### src/rtl/fully_serial_iir_synth.sv
// Fully serial 8-tap all-pole IIR synthesis filter:
//   y[n] = x[n] - sum(k=1..8) a_k * y[n-k]
// One shared multiplier and one accumulator walk the eight feedback taps over an
// 8-clock frame; the new sample is formed, quantised and saturated at count 7.
// Data formats: x sfix33_En31, y sfix16_En15, a_k sfix16_En14.
// Build option: define IIR_SYNTH_ROUND_EN for round-half-up quantisation.
// Without it, quantisation truncates toward -inf.
module fully_serial_iir_synth #(
  parameter logic signed [15:0] COEFF1 = 16'shE000,
  parameter logic signed [15:0] COEFF2 = 16'sh0000,
  parameter logic signed [15:0] COEFF3 = 16'sh0000,
  parameter logic signed [15:0] COEFF4 = 16'sh0000,
  parameter logic signed [15:0] COEFF5 = 16'sh0000,
  parameter logic signed [15:0] COEFF6 = 16'sh0000,
  parameter logic signed [15:0] COEFF7 = 16'sh0000,
  parameter logic signed [15:0] COEFF8 = 16'sh0000
) (
  input  logic               clk,
  input  logic               reset,
  input  logic               clk_enable,
  input  logic signed [32:0] filter_in,
  output logic signed [15:0] filter_out,
  output logic               ce_out
);

  localparam int unsigned IN_W    = 33;
  localparam int unsigned OUT_W   = 16;
  localparam int unsigned COEFF_W = 16;
  localparam int unsigned PROD_W  = 32;
  localparam int unsigned SH_W    = 34;
  localparam int unsigned ACC_W   = 37;
  localparam int unsigned DIFF_W  = 38;
  localparam int unsigned CNT_W   = 3;
  localparam int unsigned TAPS    = 8;

  logic        [CNT_W-1:0]   cur_count;
  logic                      phase_7_c;
  logic signed [IN_W-1:0]    x_reg;
  logic signed [ACC_W-1:0]   acc;
  // y_hist[0] holds y[n-1], y_hist[TAPS-1] holds y[n-8]
  logic signed [OUT_W-1:0]   y_hist [TAPS];

  logic signed [COEFF_W-1:0] coeff_sel_c;
  logic signed [OUT_W-1:0]   y_sel_c;
  logic signed [PROD_W-1:0]  prod_c;
  logic signed [SH_W-1:0]    prod_sh_c;
  logic signed [ACC_W-1:0]   prod_ext_c;
  logic signed [ACC_W-1:0]   fb_c;
  logic signed [DIFF_W-1:0]  diff_c;
  logic signed [OUT_W-1:0]   y_new_c;

  assign phase_7_c = (cur_count == CNT_W'(7)) && clk_enable;

  // Coefficient for the tap served this clock (tap = cur_count + 1)
  always_comb begin
    coeff_sel_c = COEFF1;
    case (cur_count)
      3'd0:    coeff_sel_c = COEFF1;
      3'd1:    coeff_sel_c = COEFF2;
      3'd2:    coeff_sel_c = COEFF3;
      3'd3:    coeff_sel_c = COEFF4;
      3'd4:    coeff_sel_c = COEFF5;
      3'd5:    coeff_sel_c = COEFF6;
      3'd6:    coeff_sel_c = COEFF7;
      default: coeff_sel_c = COEFF8;
    endcase
  end

  assign y_sel_c = y_hist[cur_count];

  // Shared multiplier: En15 x En14 = En29, realigned to En31 and widened to the accumulator
  assign prod_c     = y_sel_c * coeff_sel_c;
  assign prod_sh_c  = {prod_c, 2'b00};
  assign prod_ext_c = ACC_W'(prod_sh_c);

  // Full feedback sum, valid at count 7 when the last tap joins the accumulated seven
  assign fb_c   = acc + prod_ext_c;
  assign diff_c = DIFF_W'(x_reg) - DIFF_W'(fb_c);

`ifdef IIR_SYNTH_ROUND_EN
  localparam int unsigned Q_W = 39;
  logic signed [Q_W-1:0] rnd_c;
  logic signed [Q_W-1:0] q_c;
  // Round half up: add half an output LSB before dropping 16 fraction bits
  assign rnd_c = Q_W'(diff_c) + Q_W'(39'sd32768);
  assign q_c   = rnd_c >>> 16;
`else
  localparam int unsigned Q_W = DIFF_W;
  logic signed [Q_W-1:0] q_c;
  // Truncate toward -inf by dropping 16 fraction bits
  assign q_c = diff_c >>> 16;
`endif

  localparam logic signed [Q_W-1:0] SAT_MAX = Q_W'(32767);
  localparam logic signed [Q_W-1:0] SAT_MIN = Q_W'(-32768);

  // Clip the quantised sample into the sfix16_En15 range
  always_comb begin
    y_new_c = q_c[OUT_W-1:0];
    if (q_c > SAT_MAX) begin
      y_new_c = 16'sh7FFF;
    end else if (q_c < SAT_MIN) begin
      y_new_c = 16'sh8000;
    end
  end

  // Frame counter, accumulator, history, input capture and output registers
  always_ff @(posedge clk) begin
    if (!reset) begin
      cur_count  <= CNT_W'(7);
      acc        <= '0;
      x_reg      <= '0;
      filter_out <= '0;
      ce_out     <= 1'b0;
      for (int i = 0; i < int'(TAPS); i++) begin
        y_hist[i] <= '0;
      end
    end else begin
      ce_out <= phase_7_c;
      if (clk_enable) begin
        cur_count <= cur_count + CNT_W'(1);
        if (cur_count == CNT_W'(0)) begin
          acc <= prod_ext_c;
        end else if (cur_count != CNT_W'(7)) begin
          acc <= fb_c;
        end
        if (phase_7_c) begin
          filter_out <= y_new_c;
          x_reg      <= filter_in;
          y_hist[0]  <= y_new_c;
          for (int i = 1; i < int'(TAPS); i++) begin
            y_hist[i] <= y_hist[i-1];
          end
        end
      end
    end
  end

endmodule

### config.mk
export PLATFORM = sky130hd
export DESIGN_NAME = fully_serial_iir_synth
export DESIGN_NICKNAME = d
export VERILOG_FILES = /design/src/rtl/fully_serial_iir_synth.sv
export SDC_FILE = /design/constraint.sdc
export NUM_CORES = 1
export LEC_CHECK = 0
export BUFFER_PORTS_ARGS = -buffer_cell sky130_fd_sc_hd__buf_2
export CAP_MARGIN = 20
export CORE_MARGIN = 2
export CORE_UTILIZATION = 45
export DETAILED_ROUTE_END_ITERATION = 16
export SLEW_MARGIN = 10
export SYNTH_ARGS = -nofsm -noshare
export SYNTH_HDL_FRONTEND = slang
export SYNTH_SLANG_ARGS = --single-unit
### constraint.sdc
create_clock -name clk -period 29.8 [get_ports clk]
set_input_delay 4.47 -clock clk [delete_from_list [all_inputs] [get_ports clk]]
set_output_delay 4.47 -clock clk [all_outputs]
set_load 0.005 [all_outputs]
# == Word level (Yosys, flattened, before mapping) ==
# Memories as Yosys holds them, arrays and structs flattened. A register that Yosys moved wholly into a read port is not among the register bits.
# Index checks and enable logic that the tools add are counted.
# totals
n_memories,1
word_cells,47
reg_bits,90
out_inout_bits,17
mem_bits_rw,128
# memory_table
memory,words,width,read_ports,rd_ports_with_merged_regs,write_ports,line_no,source
y_hist,8,16,8,1,8,41,logic signed [OUT_W-1:0] y_hist [TAPS];
# op_classes
n_eq_ne,2
order_cmp,2
n_mul,1
muxes,20
n_reduce_logical,5
n_bitwise,8
n_addsub,3
# ops
op,n
$mux W16,11
$mux W37,2
$sub A33 B37 Y38,1
$add A37 B34 Y37,1
$mul A16 B16 Y32,1
$gt A22 B16 Y1 const B,1
$lt A22 B16 Y1 const B,1
$or A1 B1 Y1,8
$mux W3,2
$mux W1,5
$reduce_and A2 Y1,2
$add A3 B1 Y3 const B,1
$eq A3 B3 Y1 const B,1
$logic_not A3 Y1,1
$ne A3 B3 Y1 const B,1
$reduce_bool A2 Y1,1
$logic_and A1 B1 Y1,1

# == Logic depth before layout (Yosys ltp) ==
# Gate-level depths: netlist (run 1).
# logic_depth
depth_word,9
depth_mapped,41

# == Worst setup path after synthesis (run 1) ==
# No wires, ideal clock.
# synth_timing
path_type,flip-flop to flip-flop
from,register (tool-made name)
to,memory y_hist[0][10] (data pin)
path_stages_with_launch,41
slack_ns,19.990
t_arrival_ns,9.547
n_path_buf,4
period_less_slack_ns,9.810
t_required_ns,29.537
path_cell_list,dfxtp_1 clkbuf_1 clkbuf_1 buf_1 mux4_2 mux2i_1 and2_1 ha_1 a21o_1 ha_1 ha_1 ha_1 ha_1 ha_1 ha_1 a41o_1 a21oi_1 xnor2_1 (+5 left out) o21ai_0 a21oi_1 o21ai_0 a21oi_1 or2_2 ha_1 nand4_1 nor2_1 nand2_1 o2111ai_1 o21ai_0 a2111oi_0 a41o_2 xnor2_2 or3b_1 a32oi_2 buf_6 a21oi_2
# synth_rtl
element,line_no
"end, declared",41

==> summary.txt, run 1 <==
Status
  – Status: finished clean

Finish
  – Final nets: around 1300
  – Leading cell type in the layout, fill and taps excluded: sky130_fd_sc_hd__and2_1
  – Post-Route Utilization: 0.495
  – Most frequent cells in the layout: 136 x sky130_fd_sc_hd__and2_1, 128 x sky130_fd_sc_hd__ha_1, 128 x sky130_fd_sc_hd__edfxtp_1
  – Flip-flop count of the largest register, all copies and words added: 128
  – Final cell area excluding filler cells: 0.0133 mm²
  – Post-synthesis to final-layout area growth: 8.19%
  – Share of post-route cells with drive strength above 1: 0.168
  – Final Instance Count excl. Fillers: 1452

Yosys
  – Portion of the post-synthesis area used by sequential elements: 0.415
  – Post-synthesis mux area share: 0.0755
  – Synth Area in Compound Gates: 0.138
  – Cell taking the most area after synthesis: sky130_fd_sc_hd__edfxtp_1
  – Cells after Synth: 1086
  – Share of synthesized cell area in and, or, nand and nor gates: 0.147
  – Post-synth EDFFs: roughly 130
  – Proportion of netlist area held by the largest area contributor: 0.313
  – Fraction of registers with async set/reset: 0
  – Number of warnings issued by yosys: 0
  – XOR/XNOR Fraction of Synth Area: 0.0452
  – Cell area after technology mapping: approximately 0.012 mm²
  – Avg Cell Area, Syn: approximately 11 µm²
  – Dominant combinational cell family by area after synthesis: simple AND/OR/NAND/NOR gates
  – Ys flop type: sky130_fd_sc_hd__edfxtp_1
  – Nets in the synthesized netlist: 1258
  – Biggest area contributors in the synthesized netlist: sky130_fd_sc_hd__edfxtp_1 31%, sky130_fd_sc_hd__ha_1 13%, sky130_fd_sc_hd__dfxtp_1 10%
  – Count of different cell masters after synthesis: 81
  – Post-Synth Adder-Cell Area: 0.143
  – Count of state elements after synthesis: ~190

Setup path
  – Class of the most critical setup path: reg2reg
  – Startpoint class of the critical path: flip-flop
  – Worst endpoint data arrival time: ~11 ns
  – Largest driver fanout on the critical path: 32
  – Worst Path Required: 29.93 ns
  – Cell with the biggest individual delay on the critical path: sky130_fd_sc_hd__mux4_2
  – Delay of the slowest cell on the worst path: a little under 0.6 ns
  – Cell type with the highest occurrence count on the critical path: sky130_fd_sc_hd__ha_1
  – Setup crit end kind: flip-flop

STA
  – Post-route setup TNS: 0 ns
  – Number of endpoints with negative hold slack in the final report: 0
  – Worst slew margin relative to its limit: 0.329
  – Period minus WS final: 10.71 ns
  – Final worst-path cycle share: 0.360
  – Fmax: about 0.093 GHz
  – Setup repair after global routing missed its margin: false
  – Worst Setup Slack, final: 19.09 ns
  – Max-slew violation count: 0
  – Setup skew after layout: about 0.011 ns
  – Final-layout worst hold slack: 0.470 ns
  – Worst-margin pin slew: 1.01 ns
  – Count of final setup violators: 0

Global route
  – Antenna violations before repair: 0
  – Vias in the first global route: 7749
  – Pin count of the biggest net entering global routing: 101
  – All-Layer GR Usage: 0.181
  – Aggregate global routing overflow: 0
  – Wire length of the first global-routing pass: 40600 µm

Placement
  – Cell area reported after detailed placement: 0.0127 mm²
  – Inst Count DP: 1419
  – Weighted congestion at the end of routability-driven global placement: about 0.87
  – Worst Setup Slack post-DPL: 19.16 ns
  – Buffers added on ports: 37
  – HPWL after detailed placement: 16900 µm

Route
  – Average wire per cell in the routed design: between 15 and 20 µm
  – Routed wire length: 24600 µm
  – DRC violations left: 0
  – Number of DRC markers in iteration 0: 516
  – Routed via count: 7926
  – Via-to-Cell Ratio: roughly 5.5
  – Residual antenna-violating net count after detailed routing: 0
  – Number of search-and-repair iterations in the first detailed-routing pass: 5

Clock network
  – CTS Hold Bufs: 0
  – Count of clock tree sinks: 191
  – Cell at the root of the clock tree: sky130_fd_sc_hd__clkbuf_16
  – Quantity of gates resized following cts: 0
  – Clock latency of the later-clocked register in the worst-skew pair: 0.44 ns
  – Number of clock buffers inserted by TritonCTS: 17
  – Number of H-tree levels: 4
  – Max Root-Sink Buffers: 2
  – Clock slew seen by the registers of the worst setup and hold paths: around 0.070 ns
  – TritonCTS clock tree: built
  – Setup fix buffers added after clock tree synthesis: 0

Pwr
  – NetSw: 0.236 mW
  – Leakage power: between 6 and 7 nW
  – Power density of the placed cells: approximately 57 mW/mm²
  – Sw frac: 0.312
  – Clock network fraction of total power: 0.302
  – Sequential fraction of design power: 0.436
  – Fraction of power consumed by combinational cells: 0.262
  – Cell internal power dissipation: 0.521 mW
  – Worst IR drop on VDD: 34.1 µV
  – Post-layout total power: around 0.76 mW

Floorplan
  – Floorplan row count: 60
  – Number of top-level design ports: 53
  – Starting density of the core: 0.458
  – Core Region: 0.0269 mm²
  – Die area: 0.0287 mm²
  – Height of the chip: 169 µm
  – Horizontal die dimension: 169 µm

Worst hold path
  – Worst min-delay path class: reg2reg
  – Worst hold path startpoint: filter_out[15]

Flow run
  – Max-Cap Viols: 0
## worst paths after layout
path	endpoint	slack, ns	depth (start not counted)
worst max register to register	y_hist[0][10]	19.09	38
worst min-delay path	filter_out[15]	0.47	1
worst min register to register	filter_out[15]	0.47	1
worst max-delay path	y_hist[0][10]	19.09	38
## cells by family (layout without fill, tap and decap cells)
| family | after synthesis | in the layout |
|---|---|---|
| XOR/XNOR | 61 | 61 |
| AO/OA/AOI/OAI | 217 | 217 |
| AND/OR/NAND/NOR | 332 | 332 |
| adder cells (fa/ha/maj) | 136 | 136 |
| other | 0 | 1 |
| flip-flops | 191 | 191 |
| multiplexers | 52 | 52 |
| buffers and inverters | 97 | 121 |
## routing by layer
metal	track usage	vias to the layer above	share of wire
met1	0.262	3784	0.51
met2	0.284	107	0.45
li1	-	4019	-
met5	0	-	0
met3	0.0333	16	0.035
met4	0.0398	0	0.0088
## synthesized netlist by cell type, drive strengths merged (6+ instances only)
| cell type | instances |
|---|---|
| and2 | 140 |
| a22o | 18 |
| nand3 | 15 |
| nand2b | 12 |
| o211a | 12 |
| clkbuf | 39 |
| ha | 128 |
| xnor2 | 29 |
| inv | 42 |
| or2 | 6 |
| o2111ai | 6 |
| mux4 | 32 |
| buf | 15 |
| o21a | 11 |
| dfxtp | 63 |
| nor2 | 42 |
| a211oi | 7 |
| o21bai | 7 |
| a22oi | 15 |
| a21o | 17 |
| mux2 | 6 |
| edfxtp | 128 |
| nand4 | 7 |
| o211ai | 13 |
| xor2 | 31 |
| a21oi | 48 |
| fa | 8 |
| nand2 | 68 |
| mux2i | 14 |
| o21ai | 29 |
| and3 | 6 |
| nor3 | 14 |
## power by group through the flow
stage | Combinational, mW | Sequential, mW | Clock (mW)
finish | 0.198 | 0.330 | 0.229
global route | 0.218 | 0.334 | 0.244
CTS | 0.201 | 0.330 | 0.235
detailed placement | 0.199 | 0.336 | 0
global placement | 0.198 | 0.335 | 0
floorplan | 0.154 | 0.332 | 0
## area by class of cell
| cell class | instances | area [µm²] |
|---|---|---|
| Clock buffer | 18 | 429 |
| Fill cell | 2409 | 13600 |
| Multi-Input combinational cell | 798 | 6770 |
| Clock inverter | 13 | 140 |
| Antenna cell | 1 | 2.50 |
| Sequential cell | 191 | 5110 |
| Timing Repair Buffer | 48 | 275 |
| Tap cell | 341 | 427 |
| Inverter | 42 | 160 |
## worst max-delay path: cells and delay by family (launching register included)
kind	cells	cell delay, ns
xor gates and xnor gates	4	0.58
adders and majority gates	7	2.22
buffers and inverters	3	1.02
and+or+nand+nor	6	1.30
AOI/OAI and AO/OA	15	3.47
muxes	3	1.41
DFF	1	0.31
Power figures use the tool's default switching activity.
==> inputs of run 2 (changes only) <==
==> constraint.sdc (replaced) <==
create_clock -name clk -period 10.6 [get_ports clk]
set_input_delay 1.59 -clock clk [delete_from_list [all_inputs] [get_ports clk]]
set_output_delay 1.59 -clock clk [all_outputs]
set_load 0.005 [all_outputs]
==> run 2 against run 1 <==
Effect of this change: die area unchanged; critical path type unchanged; sequential power increased to 2.8 times the previous value; clock-buffer cell count increased by 1; cell area increased by 0.87%; combinational power increased to 2.9 times the previous value; worst setup slack got worse by 18 ns; non-clock buffer count increased by 9; highest routed layer unchanged; critical path depth decreased by 2; via count increased by 2.6%; largest power group unchanged; cell count increased by 0.69%.
==> summary.txt, run 2 (synthesized netlist as in run 1, its figures left out) <==
Finish
  – Leading cell type in the layout, fill and taps excluded: sky130_fd_sc_hd__and2_1 (unchanged)
  – Most frequent cells in the layout: 136 x sky130_fd_sc_hd__and2_1, 128 x sky130_fd_sc_hd__ha_1, 128 x sky130_fd_sc_hd__edfxtp_1 (unchanged)
  – Final nets: 1279 (was 1270)
  – Flip-flop count of the largest register, all copies and words added: 128 (unchanged)
  – Share of post-route cells with drive strength above 1: 0.179 (was 0.168)
  – Fill cell count: 2444 (was 2409)
  – Post-synthesis to final-layout area growth: 9.14% (was 8.19%)

STA
  – Fmax: 0.103 GHz (was 0.0933 GHz)
  – Setup skew after layout: 0.0263 ns (was 0.0110 ns)
  – Post-route setup TNS: 0 ns (unchanged)
  – Worst slew margin relative to its limit: 0.398 (was 0.329)
  – Setup repair after global routing missed its margin: false (unchanged)
  – Period minus WS final: 9.70 ns (was 10.71 ns)
  – Worst-margin pin slew: 0.903 ns (was 1.01 ns)
  – Count of final setup violators: 0 (unchanged)
  – Max-slew violation count: 0 (unchanged)
  – Worst Setup Slack, final: 0.899 ns (was 19.09 ns)
  – Number of endpoints with negative hold slack in the final report: 0 (unchanged)
  – Final worst-path cycle share: 0.915 (was 0.360)

Setup path
  – Startpoint class of the critical path: flip-flop (unchanged)
  – Top Family by Delay on Critical Path: compound AO/OA/AOI/OAI gates (unchanged)
  – Class of the most critical setup path: reg2reg (unchanged)
  – Cell with the biggest individual delay on the critical path: sky130_fd_sc_hd__o21ai_0 (was sky130_fd_sc_hd__mux4_2)
  – Worst Path Required: 10.77 ns (was 29.93 ns)
  – Cell type with the highest occurrence count on the critical path: sky130_fd_sc_hd__ha_1 (unchanged)
  – Largest driver fanout on the critical path: 30 (was 32)
  – Setup crit end kind: flip-flop (unchanged)
  – Delay of the slowest cell on the worst path: 0.55 ns (was 0.59 ns)
  – Crit path buffers/inverters: 2 (was 3)
  – Worst endpoint data arrival time: 9.87 ns (was 10.84 ns)

Clock network
  – Count of clock tree sinks: 191 (unchanged)
  – TritonCTS clock tree: built (unchanged)
  – CTS Hold Bufs: 0 (unchanged)
  – Number of clock buffers inserted by TritonCTS: 17 (unchanged)
  – Number of H-tree levels: 4 (unchanged)
  – Max Root-Sink Buffers: 2 (unchanged)
  – Cell at the root of the clock tree: sky130_fd_sc_hd__clkbuf_16 (unchanged)
  – Clock slew seen by the registers of the worst setup and hold paths: 0.08 ns (was 0.07 ns)
  – Clock latency of the later-clocked register in the worst-skew pair: 0.46 ns (was 0.44 ns)

Floorplan
  – Number of top-level design ports: 53 (unchanged)
  – Starting density of the core: 0.458 (unchanged)
  – Horizontal die dimension: 169 µm (unchanged)
  – Floorplan row count: 60 (unchanged)
  – Core Region: 0.0269 mm² (unchanged)
  – Height of the chip: 169 µm (unchanged)
  – Die area: 0.0287 mm² (unchanged)

Global route
  – Antenna violations before repair: 0 (unchanged)
  – Wire length of the first global-routing pass: 42800 µm (was 40600 µm)
  – Pin count of the biggest net entering global routing: 90 (was 101)
  – Vias in the first global route: 7935 (was 7749)
  – All-Layer GR Usage: 0.191 (was 0.181)
  – Aggregate global routing overflow: 0 (unchanged)

Pwr
  – Sequential fraction of design power: 0.432 (was 0.436)
  – Leakage power: 6.13 nW (was 6.07 nW)
  – Worst IR drop on VDD: 178 µV (was 34.1 µV)
  – Cell internal power dissipation: 1.45 mW (was 0.521 mW)
  – Power density of the placed cells: 162 mW/mm² (was 56.9 mW/mm²)
  – Clock network fraction of total power: 0.300 (was 0.302)
  – NetSw: 0.717 mW (was 0.236 mW)
  – Sw frac: 0.331 (was 0.312)
  – Fraction of power consumed by combinational cells: 0.268 (was 0.262)

Route
  – Average wire per cell in the routed design: 17.7 µm (was 17.0 µm)
  – Residual antenna-violating net count after detailed routing: 0 (unchanged)
  – Via-to-Cell Ratio: 5.56 (was 5.46)
  – Routed wire length: 25900 µm (was 24600 µm)
  – DRC violations left: 0 (unchanged)
  – Number of DRC markers in iteration 0: 535 (was 516)
  – Routed via count: 8133 (was 7926)
  – Number of search-and-repair iterations in the first detailed-routing pass: 5 (unchanged)

Flow run
  – Max-Cap Viols: 0 (unchanged)

Placement
  – Worst Setup Slack post-DPL: 0.481 ns (was 19.16 ns)
  – Weighted congestion at the end of routability-driven global placement: 0.844 (was 0.867)
  – HPWL after detailed placement: 18100 µm (was 16900 µm)
  – Buffers added on ports: 37 (unchanged)

Status
  – Status: finished clean (unchanged)

Worst hold path
  – Worst min-delay path class: reg2reg (unchanged)
==> run 2: power groups by stage <==
| stage | Combinational, mW | Sequential (mW) | Clock (mW) |
|---|---|---|---|
| floorplan | 0.434 | 0.934 | 0 |
| global placement | 0.578 | 0.950 | 0 |
| detailed placement | 0.582 | 0.952 | 0 |
| CTS | 0.586 | 0.937 | 0.665 |
| global route | 0.642 | 0.948 | 0.691 |
| finish | 0.582 | 0.937 | 0.651 |
==> run 2: path summary, 6_finish.rpt <==
| kind | start | to | slack, ns | cells after the start |
|---|---|---|---|---|
| min | filter_out[15] | filter_out[15] | 0.47 | 1 |
| max reg2reg | flip-flop | y_hist[0][11] | 0.90 | 36 |
| max | flip-flop | y_hist[0][11] | 0.90 | 36 |
| min reg2reg | filter_out[15] | filter_out[15] | 0.47 | 1 |
==> run 2: area by class of cell <==
cell class,instances,area (µm²),area share
diodes,1,2.50,0.000186
repair buffers,57,368,0.0274
well taps,341,427,0.0318
clock inverters,13,134,0.00997
inverters,42,160,0.0119
clock buffers,19,443,0.0330
flip-flops and latches,191,5110,0.381
multi-input cells,798,6780,0.505
==> run 2: routing by layer <==
layer | wire (µm) | global-route usage | vias to the layer above
li1 | - | - | 4049
met1 | 12900 | 0.275 | 3940
met2 | 11900 | 0.306 | 129
met3 | 825 | 0.0322 | 15
met4 | 241 | 0.0375 | 0
met5 | 0 | 0 | -
==> run 2: timing repair <==
action	CTS	global route
gates resized for setup	0	5
setup buffers	0	1
setup endpoints to repair	0	30
hold endpoints to repair	0	0
==> run 2: through the flow <==
| stage | power [mW] | instance area, µm² | util | instances | hold slack (ns) |
|---|---|---|---|---|---|
| after floorplan | 1.37 | 12300 | - | 1086 | 0.451 |
| after global placement | 1.53 | 12800 | 0.476 | 1427 | 0.435 |
| after detailed placement | 1.53 | 12800 | 0.476 | 1427 | 0.435 |
| after CTS | 2.19 | 13400 | 0.498 | 1459 | 0.465 |
| after global routing | 2.28 | 13400 | 0.499 | 1461 | 0.473 |
| final | 2.17 | 13400 | 0.499 | 1462 | 0.466 |
==> inputs of run 3 (changes only) <==
==> constraint.sdc (replaced) <==
create_clock -name clk -period 10.1 [get_ports clk]
set_input_delay 1.515 -clock clk [delete_from_list [all_inputs] [get_ports clk]]
set_output_delay 1.515 -clock clk [all_outputs]
set_load 0.005 [all_outputs]
==> run 3 against run 2 <==
Effect of this change: largest cell class unchanged; first-iteration DRC count is 3.6% lower; highest routed layer unchanged; sequential power is 4.6% higher; non-clock buffer count is 6 higher.
==> summary.txt, run 3 (synthesized netlist as in run 1, its figures left out) <==
Status
  – Status: finished clean (unchanged)

Clock network
  – Count of clock tree sinks: 191 (unchanged)
  – Cell at the root of the clock tree: sky130_fd_sc_hd__clkbuf_16 (unchanged)
  – Number of H-tree levels: 4 (unchanged)
  – Clock latency of the later-clocked register in the worst-skew pair: 0.45 ns (was 0.46 ns)
  – CTS Hold Bufs: 0 (unchanged)
  – Max Root-Sink Buffers: 2 (unchanged)
  – TritonCTS clock tree: built (unchanged)
  – Clock slew seen by the registers of the worst setup and hold paths: 0.08 ns (about the same)
  – Number of clock buffers inserted by TritonCTS: 17 (unchanged)

Route
  – Number of DRC markers in iteration 0: 516 (was 535)
  – Routed wire length: 25700 µm (was 25900 µm)
  – Routed via count: 8119 (was 8133)
  – Number of search-and-repair iterations in the first detailed-routing pass: 4 (was 5)
  – Residual antenna-violating net count after detailed routing: 0 (unchanged)
  – DRC violations left: 0 (unchanged)
  – Via-to-Cell Ratio: 5.53 (was 5.56)
  – Average wire per cell in the routed design: 17.5 µm (was 17.7 µm)

STA
  – Worst slew margin relative to its limit: 0.313 (was 0.398)
  – Post-route setup TNS: 0 ns (unchanged)
  – Number of endpoints with negative hold slack in the final report: 0 (unchanged)
  – Setup repair after global routing missed its margin: false (unchanged)
  – Fmax: 0.106 GHz (was 0.103 GHz)
  – Final worst-path cycle share: 0.931 (was 0.915)
  – Setup skew after layout: 0.0191 ns (was 0.0263 ns)
  – Worst-margin pin slew: 1.03 ns (was 0.903 ns)
  – Count of final setup violators: 0 (unchanged)
  – Max-slew violation count: 0 (unchanged)
  – Period minus WS final: 9.40 ns (was 9.70 ns)
  – Worst Setup Slack, final: 0.701 ns (was 0.899 ns)

Setup path
  – Reg-to-reg endpoint: y_hist[0][14] (was y_hist[0][11])
  – Path depth of the worst reg2reg path: 40 (was 36)
  – Register-to-Register Setup Slack: 0.70 ns (was 0.90 ns)
  – Critical Path End: y_hist[0][14] (was y_hist[0][11])
  – Worst Path Required: 10.27 ns (was 10.77 ns)
  – Cell type with the highest occurrence count on the critical path: sky130_fd_sc_hd__ha_1 (unchanged)
  – Setup crit end kind: flip-flop (unchanged)
  – Class of the most critical setup path: reg2reg (unchanged)
  – Worst endpoint data arrival time: 9.57 ns (was 9.87 ns)
  – Largest driver fanout on the critical path: 20 (was 30)
  – Startpoint class of the critical path: flip-flop (unchanged)
  – Delay of the slowest cell on the worst path: 0.54 ns (was 0.55 ns)
  – Cell with the biggest individual delay on the critical path: sky130_fd_sc_hd__mux4_2 (was sky130_fd_sc_hd__o21ai_0)

Finish
  – Leading cell type in the layout, fill and taps excluded: sky130_fd_sc_hd__and2_1 (unchanged)
  – Number of inserted diodes: 0 (was 1)
  – Final nets: 1285 (was 1279)
  – Post-synthesis to final-layout area growth: 9.53% (was 9.14%)
  – Final cell area excluding filler cells: 0.0135 mm² (was 0.0134 mm²)
  – Post-Route Utilization: 0.501 (was 0.499)
  – Final Instance Count excl. Fillers: 1467 (was 1462)
  – Flip-flop count of the largest register, all copies and words added: 128 (unchanged)
  – Most frequent cells in the layout: 136 x sky130_fd_sc_hd__and2_1, 128 x sky130_fd_sc_hd__ha_1, 128 x sky130_fd_sc_hd__edfxtp_1 (unchanged)
  – Share of post-route cells with drive strength above 1: 0.179 (about the same)

Pwr
  – Power density of the placed cells: 168 mW/mm² (was 162 mW/mm²)
  – Leakage power: 6.17 nW (was 6.13 nW)
  – Worst IR drop on VDD: 105 µV (was 178 µV)

Placement
  – Worst Setup Slack post-DPL: 0.503 ns (was 0.481 ns)
  – HPWL after detailed placement: 17900 µm (was 18100 µm)
  – Inst Count DP: 1433 (was 1427)
  – Cell area reported after detailed placement: 0.0129 mm² (was 0.0128 mm²)
  – Weighted congestion at the end of routability-driven global placement: 0.863 (was 0.844)
  – Buffers added on ports: 37 (unchanged)

Floorplan
  – Floorplan row count: 60 (unchanged)
  – Height of the chip: 169 µm (unchanged)
  – Die area: 0.0287 mm² (unchanged)
  – Number of top-level design ports: 53 (unchanged)
  – Horizontal die dimension: 169 µm (unchanged)
  – Core Region: 0.0269 mm² (unchanged)
  – Starting density of the core: 0.458 (unchanged)

Flow run
  – Max-Cap Viols: 0 (unchanged)

Global route
  – Wire length of the first global-routing pass: 41400 µm (was 42800 µm)
  – All-Layer GR Usage: 0.185 (was 0.191)
  – Pin count of the biggest net entering global routing: 75 (was 90)
  – Vias in the first global route: 7769 (was 7935)
  – Aggregate global routing overflow: 0 (unchanged)
  – Antenna violations before repair: 0 (unchanged)

Worst hold path
  – Worst min-delay path class: reg2reg (unchanged)
-- run 3: critical path, delay by kind of cell (launching register included) --
family          cells  cell delay [ns]
compound gates     14             2.79
fa+ha+maj           8             2.43
simple gates        9             1.73
mux                 2             0.69
buf+inv             3             0.55
xor+xnor            4             0.55
flops               1             0.34
-- run 3: power breakdown --
part | switching, mW | internal, mW | leakage, nW
Sequential | 0.0472 | 0.932 | 1.88
Clock | 0.337 | 0.328 | 0.278
Combinational | 0.351 | 0.271 | 4.02
-- run 3: per-stage QoR --
step	hold WS, ns	total power [mW]
final	0.461	2.27
after global routing	0.508	2.39
after CTS	0.464	2.28
after detailed placement	0.443	1.60
after global placement	0.436	1.60
after floorplan	0.451	1.44
-- run 3: layout make-up --
| cell class | count | area (µm²) |
|---|---|---|
| Clock inverter | 13 | 120 |
| Sequential cell | 191 | 5110 |
| Fill cell | 2416 | 13400 |
| Multi-Input combinational cell | 798 | 6780 |
| Clock buffer | 19 | 433 |
| Inverter | 42 | 160 |
| Tap cell | 341 | 427 |
| Timing Repair Buffer | 63 | 448 |
-- run 3: timing repair --
action | 4_1_cts | 5_1_grt
resized for setup | 0 | 4
buffers inserted | 0 | 1
endpoints found under the setup margin | 0 | 30
-- run 3: worst min path at each step --
| stage | startpoint | end | slack (ns) | cells after the start |
|---|---|---|---|---|
| after CTS | filter_out[15] | filter_out[15] | 0.46 | 1 |
| final | filter_out[15] | filter_out[15] | 0.46 | 1 |
| after global placement | filter_out[15] | filter_out[15] | 0.44 | 1 |
| after detailed placement | filter_out[15] | filter_out[15] | 0.44 | 1 |
| after floorplan | filter_out[15] | filter_out[15] | 0.45 | 1 |
| after global routing | filter_out[15] | filter_out[15] | 0.51 | 1 |
-- run 3: layer usage --
layer  vias to the layer above  part of all wire  global-route usage
li1                       4049                 -                   -
met1                      3937              0.51               0.271
met2                       117              0.46               0.292
met3                        16             0.025              0.0254
met4                         0            0.0083              0.0420
met5                         -                 0                   0
